<file path="src/rtl/key_event_gen_pkg.sv">
// Shared types and default timing for the key event generator.
// No logic; imported by key_channel and key_event_gen.
package key_event_gen_pkg;

    typedef enum logic [1:0] {
        KS_RELEASED = 2'd0,
        KS_PRESSED  = 2'd1,
        KS_HOLD     = 2'd2
    } key_state_t;

    localparam int NUM_KEYS         = 8;
    localparam int DEF_TICK_DIV     = 50000;
    localparam int DEF_STABLE_TICKS = 20;
    localparam int DEF_LONG_TICKS   = 800;
    localparam int DEF_REPEAT_TICKS = 200;

    // Width of a counter holding 0..n-1, never narrower than one bit.
    function automatic int cnt_w(input int n);
        return (n > 1) ? $clog2(n) : 1;
    endfunction

endpackage

</file>
<file path="src/rtl/key_channel.sv">
// One key: 2-flop sync, tick-sampled debounce, press/hold/repeat FSM.
// Latency: 2 clk sync + STABLE_TICKS ticks to level change; all outputs registered.
// Backpressure: none; event outputs are single-cycle pulses.
module key_channel
    import key_event_gen_pkg::*;
#(
    parameter int STABLE_TICKS = DEF_STABLE_TICKS,
    parameter int LONG_TICKS   = DEF_LONG_TICKS,
    parameter int REPEAT_TICKS = DEF_REPEAT_TICKS
) (
    input  logic clk,
    input  logic rst_n,
    input  logic tick,
    input  logic key_raw,
    output logic level,
    output logic press_pls,
    output logic release_pls,
    output logic long_pls,
    output logic repeat_pls
);

    localparam int SW     = cnt_w(STABLE_TICKS);
    localparam int HOLD_N = (LONG_TICKS > REPEAT_TICKS) ? LONG_TICKS : REPEAT_TICKS;
    localparam int HW     = cnt_w(HOLD_N);

    logic          sync_q1;
    logic          sync_q2;
    logic [SW-1:0] stb_cnt;
    logic          differ;
    logic          stb_hit;
    logic          acc_press;
    logic          acc_release;

    key_state_t    state;
    key_state_t    state_nxt;
    logic [HW-1:0] hold_cnt;
    logic [HW-1:0] hold_nxt;
    logic          long_nxt;
    logic          repeat_nxt;

    assign differ      = (sync_q2 != level);
    assign stb_hit     = tick && differ && (stb_cnt == SW'(STABLE_TICKS - 1));
    assign acc_press   = stb_hit && level;
    assign acc_release = stb_hit && !level;

    // Any sample matching the current level restarts the run, so bounce never leaks out.
    always_ff @(posedge clk or negedge rst_n) begin
        if (!rst_n) begin
            sync_q1 <= 1'b1;
            sync_q2 <= 1'b1;
            stb_cnt <= '0;
            level   <= 1'b1;
        end else begin
            sync_q1 <= key_raw;
            sync_q2 <= sync_q1;
            if (tick) begin
                if (!differ) begin
                    stb_cnt <= '0;
                end else if (stb_hit) begin
                    level   <= sync_q2;
                    stb_cnt <= '0;
                end else begin
                    stb_cnt <= stb_cnt + SW'(1);
                end
            end
        end
    end

    always_ff @(posedge clk or negedge rst_n) begin
        if (!rst_n) begin
            state       <= KS_RELEASED;
            hold_cnt    <= '0;
            press_pls   <= 1'b0;
            release_pls <= 1'b0;
            long_pls    <= 1'b0;
            repeat_pls  <= 1'b0;
        end else begin
            state       <= state_nxt;
            hold_cnt    <= hold_nxt;
            press_pls   <= acc_press;
            release_pls <= acc_release;
            long_pls    <= long_nxt;
            repeat_pls  <= repeat_nxt;
        end
    end

    // Release is checked before the hold threshold so it wins a same-tick collision.
    always_comb begin
        state_nxt  = state;
        hold_nxt   = hold_cnt;
        long_nxt   = 1'b0;
        repeat_nxt = 1'b0;
        case (state)
            KS_RELEASED: begin
                if (acc_press) begin
                    state_nxt = KS_PRESSED;
                    hold_nxt  = '0;
                end
            end
            KS_PRESSED: begin
                if (acc_release) begin
                    state_nxt = KS_RELEASED;
                    hold_nxt  = '0;
                end else if (tick) begin
                    if (hold_cnt == HW'(LONG_TICKS - 1)) begin
                        state_nxt = KS_HOLD;
                        hold_nxt  = '0;
                        long_nxt  = 1'b1;
                    end else begin
                        hold_nxt = hold_cnt + HW'(1);
                    end
                end
            end
            KS_HOLD: begin
                if (acc_release) begin
                    state_nxt = KS_RELEASED;
                    hold_nxt  = '0;
                end else if (tick) begin
                    if (hold_cnt == HW'(REPEAT_TICKS - 1)) begin
                        hold_nxt   = '0;
                        repeat_nxt = 1'b1;
                    end else begin
                        hold_nxt = hold_cnt + HW'(1);
                    end
                end
            end
            default: begin
                state_nxt = KS_RELEASED;
                hold_nxt  = '0;
            end
        endcase
    end

endmodule

</file>
<file path="src/rtl/key_event_gen.sv">
// Eight-key debouncer with press/release/long/repeat event pulses.
// Latency: 2 clk + STABLE_TICKS ticks from raw edge to key_press (up to one tick jitter).
// Backpressure: none; consumers must catch single-cycle pulses.
module key_event_gen
    import key_event_gen_pkg::*;
#(
    parameter int TICK_DIV     = DEF_TICK_DIV,
    parameter int STABLE_TICKS = DEF_STABLE_TICKS,
    parameter int LONG_TICKS   = DEF_LONG_TICKS,
    parameter int REPEAT_TICKS = DEF_REPEAT_TICKS
) (
    input  logic       clk,
    input  logic       rst_n,
    input  logic [7:0] keys,
    output logic [7:0] key_level,
    output logic [7:0] key_press,
    output logic [7:0] key_release,
    output logic [7:0] key_long,
    output logic [7:0] key_repeat,
    output logic       any_pressed
);

    localparam int TW = cnt_w(TICK_DIV);

    logic [TW-1:0] tick_cnt;
    logic          tick;

    assign tick = (tick_cnt == TW'(TICK_DIV - 1));

    always_ff @(posedge clk or negedge rst_n) begin
        if (!rst_n) begin
            tick_cnt <= '0;
        end else if (tick) begin
            tick_cnt <= '0;
        end else begin
            tick_cnt <= tick_cnt + TW'(1);
        end
    end

    for (genvar i = 0; i < NUM_KEYS; i++) begin : g_key
        key_channel #(
            .STABLE_TICKS (STABLE_TICKS),
            .LONG_TICKS   (LONG_TICKS),
            .REPEAT_TICKS (REPEAT_TICKS)
        ) u_key_channel (
            .clk         (clk),
            .rst_n       (rst_n),
            .tick        (tick),
            .key_raw     (keys[i]),
            .level       (key_level[i]),
            .press_pls   (key_press[i]),
            .release_pls (key_release[i]),
            .long_pls    (key_long[i]),
            .repeat_pls  (key_repeat[i])
        );
    end

    assign any_pressed = ~&key_level;

endmodule

</file>
<file path="config.mk">
export PLATFORM = sky130hd
export DESIGN_NAME = key_event_gen
export DESIGN_NICKNAME = d
export VERILOG_FILES = /design/src/rtl/key_event_gen_pkg.sv /design/src/rtl/key_channel.sv /design/src/rtl/key_event_gen.sv
export SDC_FILE = /design/constraint.sdc
export NUM_CORES = 1
export LEC_CHECK = 0
export BUFFER_PORTS_ARGS = -buffer_cell sky130_fd_sc_hd__buf_2
export CORE_ASPECT_RATIO = 0.7
export CORE_MARGIN = 10
export CORE_UTILIZATION = 60
export DETAILED_ROUTE_END_ITERATION = 8
export GPL_ROUTABILITY_DRIVEN = 0
export PLACE_DENSITY = 0.79
export REMOVE_ABC_BUFFERS = 1
export SYNTH_ARGS = -nofsm -noshare
export SYNTH_HDL_FRONTEND = slang
export SYNTH_SLANG_ARGS = --single-unit
</file>
<file path="constraint.sdc">
create_clock -name clk -period 2.49 [get_ports clk]
set_input_delay 0.1245 -clock clk [delete_from_list [all_inputs] [get_ports clk]]
set_output_delay 0.1245 -clock clk [all_outputs]
set_load 0.01 [all_outputs]
</file>
==> results.py <==
metrics = {
    "drt": {
        "wl_met2_um": 11740,
        "wl_met1_um": 12860,
        "routedWlPerCell_um": 17.43,
        "vias": 9373,
        "first_pass_iters": 5,
        "final_antenna_net_count": 0,
        "routed_wl_um": 26470,
        "dr_wl_met3_um": 1367,
        "routed.top_layer": "met4",
        "remaining_drc_errors": 0,
        "via_per_inst": 6.175,
        "drt_iter0_drc": 839,
    },
    "sta": {
        "slew_viol_final": 0,
        "finalClockSkew_ns": 0.01265,
        "hold_viol_final": 0,
        "setup_violations": 0,
        "slew-limit-headroom_pct": 63.32,
        "fmax_mhz": 414.3,
        "final.period_utilization_pct": 96.94,
        "finalCriticalPeriod_ns": 2.414,
        "tightestPinTransition_ns": 0.5463,
    },
    "grt": {
        "grt_start_max_net_pins": 68,
        "grt_pass1_vias": 8786,
        "overflow": 0,
        "grt_first_pass_wirelength_um": 44240,
        "antenna_found_initial": 0,
        "grtUsageTotal_pct": 20.93,
    },
    "worst_setup_path": {
        "startpoint": "tick_cnt[0]",
        "reg2reg_from": "tick_cnt[0]",
        "crit_end": "g_key[0].u_key_channel.state[0]",
        "cp.arrival_ns": 2.83,
        "rr_worst_depth": 9,
        "critical_path_class": "reg -> reg",
        "crit_fanout": 21,
        "r2r_end": "g_key[0].u_key_channel.state[0]",
        "critPathRequiredTime_ns": 2.90,
        "r2r_setup_slack_ns": 0.08,
        "setup.worst_path.start_class": "flop",
        "crit_path_end_kind": "flop",
    },
    "min_path": {
        "hp-class": "in -> async",
    },
    "logic_synthesis": {
        "synthArstFlopShare_pct": 100.0,
        "yosys-top-cells-count": "dfrtp_1, o21ai_0, nand2_1, nor2_1, nand3_1",
        "synth_top_area_cell": "dfrtp_1",
        "yosysMostFrequentCell": "dfrtp_1",
        "synth-warning-count": 0,
        "syn-cell-area_sq_mm": 0.01154,
        "netlist_instances": 1198,
        "synth-seq-cells": 208,
        "ys.flop_type": "dfrtp_1",
        "avgSynthCellArea_sq_um": 9.636,
        "synth.distinct_cells": 79,
        "ys_top_cells_by_area": "dfrtp_1, dfstp_2, o21ai_0, ha_1, nand2_1",
        "ys_seq_area_share_pct": 45.35,
        "synth-edff-count": 0,
        "synthDominantCellAreaShare_pct": 39.89,
    },
    "power_and_ir_drop": {
        "finalPower_mw": 6.731,
        "vdd_ir_drop_max_mv": 0.4932,
        "p_int_mw": 5.341,
        "p_clk_share_pct": 47.6,
        "power_switching_mw": 1.390,
        "p_leak_nw": 5.886,
        "sequentialPowerShare_pct": 50.7,
        "power.share.switching_pct": 20.65,
        "power.density_mw_per_mm2": 517.1,
        "p_comb_share_pct": 1.7,
    },
    "die": {
        "coreArea_sq_mm": 0.01892,
        "fp.dieH_um": 136.1,
        "dieArea_sq_mm": 0.02528,
        "io_pins": 51,
        "initial_core_util_pct": 61.02,
        "die_x_um": 185.8,
        "num_rows": 42,
    },
    "cts": {
        "cts_tree": "yes",
        "cts_buffers": 20,
        "worst_skew_pair.late_latency_ns": 0.50,
        "htreeDepth": 1,
        "clk_pin_slew_ns": 0.07,
        "clockBufferDepth": 3,
        "cts_root_buf": "clkbuf_16",
        "cts.sinks": 208,
    },
    "run": {
        "drv_cap": 0,
    },
    "cells_and_area": {
        "seqCellArea_sq_mm": 0.005235,
        "n_antenna_cell": 0,
        "fill_cells": 1476,
        "multi_input_area_sq_mm": 0.005797,
        "final_nets": 1313,
        "flow.area_growth_from_synthesis_pct": 12.77,
        "utilization_pct": 68.81,
        "drive_gt1_share_pct": 17.24,
    },
    "run_status": {
        "status": "finished, final reports clean",
    },
    "placed_design": {
        "hpwl_um": 18660,
        "portBuffers": 50,
    },
}
-- worst max-delay path, stage by stage (launching register included) --
cell      delay (ns)
dfrtp_1         0.38
ha_2            0.20
and3_4          0.20
nand4_2         0.16
buf_6           0.20
nor2_4          0.18
buf_6           0.23
o21ai_0         0.18
a221oi_2        0.34
mux2i_1         0.25
-- worst min-delay path by stage --
stage,endpoint,cells past startpoint,start
floorplan,g_key[0].u_key_channel.hold_cnt[0],0,rst_n
global placement,g_key[7].u_key_channel.hold_cnt[9],1,rst_n
detailed placement,g_key[7].u_key_channel.hold_cnt[5],1,rst_n
CTS,g_key[7].u_key_channel.hold_cnt[6],2,rst_n
global route,g_key[7].u_key_channel.hold_cnt[6],2,rst_n
finish,g_key[2].u_key_channel.repeat_pls,2,rst_n
-- cell usage in the layout (no fill, tap or decap), drive strengths merged, types with 23 or more instances in the layout --
master and instances:
nand4 23, a22o 43, nor2b 44, o21ai 112, ha 41, nor2 86
and3 37, dfrtp 184, nand2 105, nor3 23, buf 105, clkbuf 32
dfstp 24, nand3 54, inv 49
-- power by group through the flow --
| stage | Clock, mW | Sequential (mW) | Combinational, mW |
|---|---|---|---|
| after floorplan | 0 | 3.47 | 0.0194 |
| after global placement | 0 | 3.48 | 0.108 |
| after detailed placement | 0 | 3.48 | 0.109 |
| after CTS | 3.26 | 3.41 | 0.121 |
| after global routing | 3.42 | 3.41 | 0.133 |
| final | 3.20 | 3.41 | 0.116 |
-- registers in the layout (all words and copies together), names as in the netlist --
name and count:
tick_cnt 16, g_key.u_key_channel.sync_q2 8, g_key.u_key_channel.repeat_pls 8, g_key.u_key_channel.release_pls 8
g_key.u_key_channel.press_pls 8, g_key.u_key_channel.hold_cnt 80, g_key.u_key_channel.stb_cnt 40, g_key.u_key_channel.long_pls 8
g_key.u_key_channel.sync_q1 8, g_key.u_key_channel.state 16, g_key.u_key_channel.level 8
-- cell type report --
| type | count | share of cell area [%] |
|---|---|---|
| clock inverters | 4 | 0.5383 |
| repair buffers | 114 | 6.238 |
| clock buffers | 32 | 4.739 |
| multi-input cells | 869 | 44.53 |
| well taps | 242 | 2.326 |
| inverters | 49 | 1.413 |
| flip-flops and latches | 208 | 40.22 |
-- logic make-up (layout without fill, tap and decap cells) --
family | Yosys count | in the layout | share of synthesized area (%)
flip-flops | 208 | 208 | 45.35
multiplexers | 12 | 12 | 1.160
adder cells (fa/ha/maj) | 41 | 41 | 4.444
XOR/XNOR | 27 | 27 | 2.048
AO/OA/AOI/OAI | 300 | 300 | 18.26
AND/OR/NAND/NOR | 489 | 489 | 23.28
buffers and inverters | 121 | 199 | 5.452
-- timing repair --
item,CTS,global route
endpoints found under the setup margin,14,55
gates resized for setup,6,21
hold buffers,9,0
buffers inserted,0,3
pin swaps,0,3
endpoints found under the hold margin,72,0
-- routing by layer --
metal  vias up  global-route usage (%)
met5         -                       0
li1       4498                       -
met3        37                   3.013
met1      4592                   31.05
met2       246                   31.74
met4         0                   4.509
-- through the flow --
step	worst slack, ns	hold slack (ns)	cell area [sq um]	TNS (ns)	cells
floorplan	-0.7052	-0.1711	11100	-31.29	1126
global placement	-0.1344	0.1023	12090	-0.7951	1470
detailed placement	-0.1436	0.1040	12090	-0.9997	1470
CTS	0.001011	0.1717	12900	0	1515
global route	-0.007794	0.1908	13020	-0.01265	1518
finish	0.07610	0.1478	13020	0	1518
Note: power is estimated with default switching activity, not from simulation.
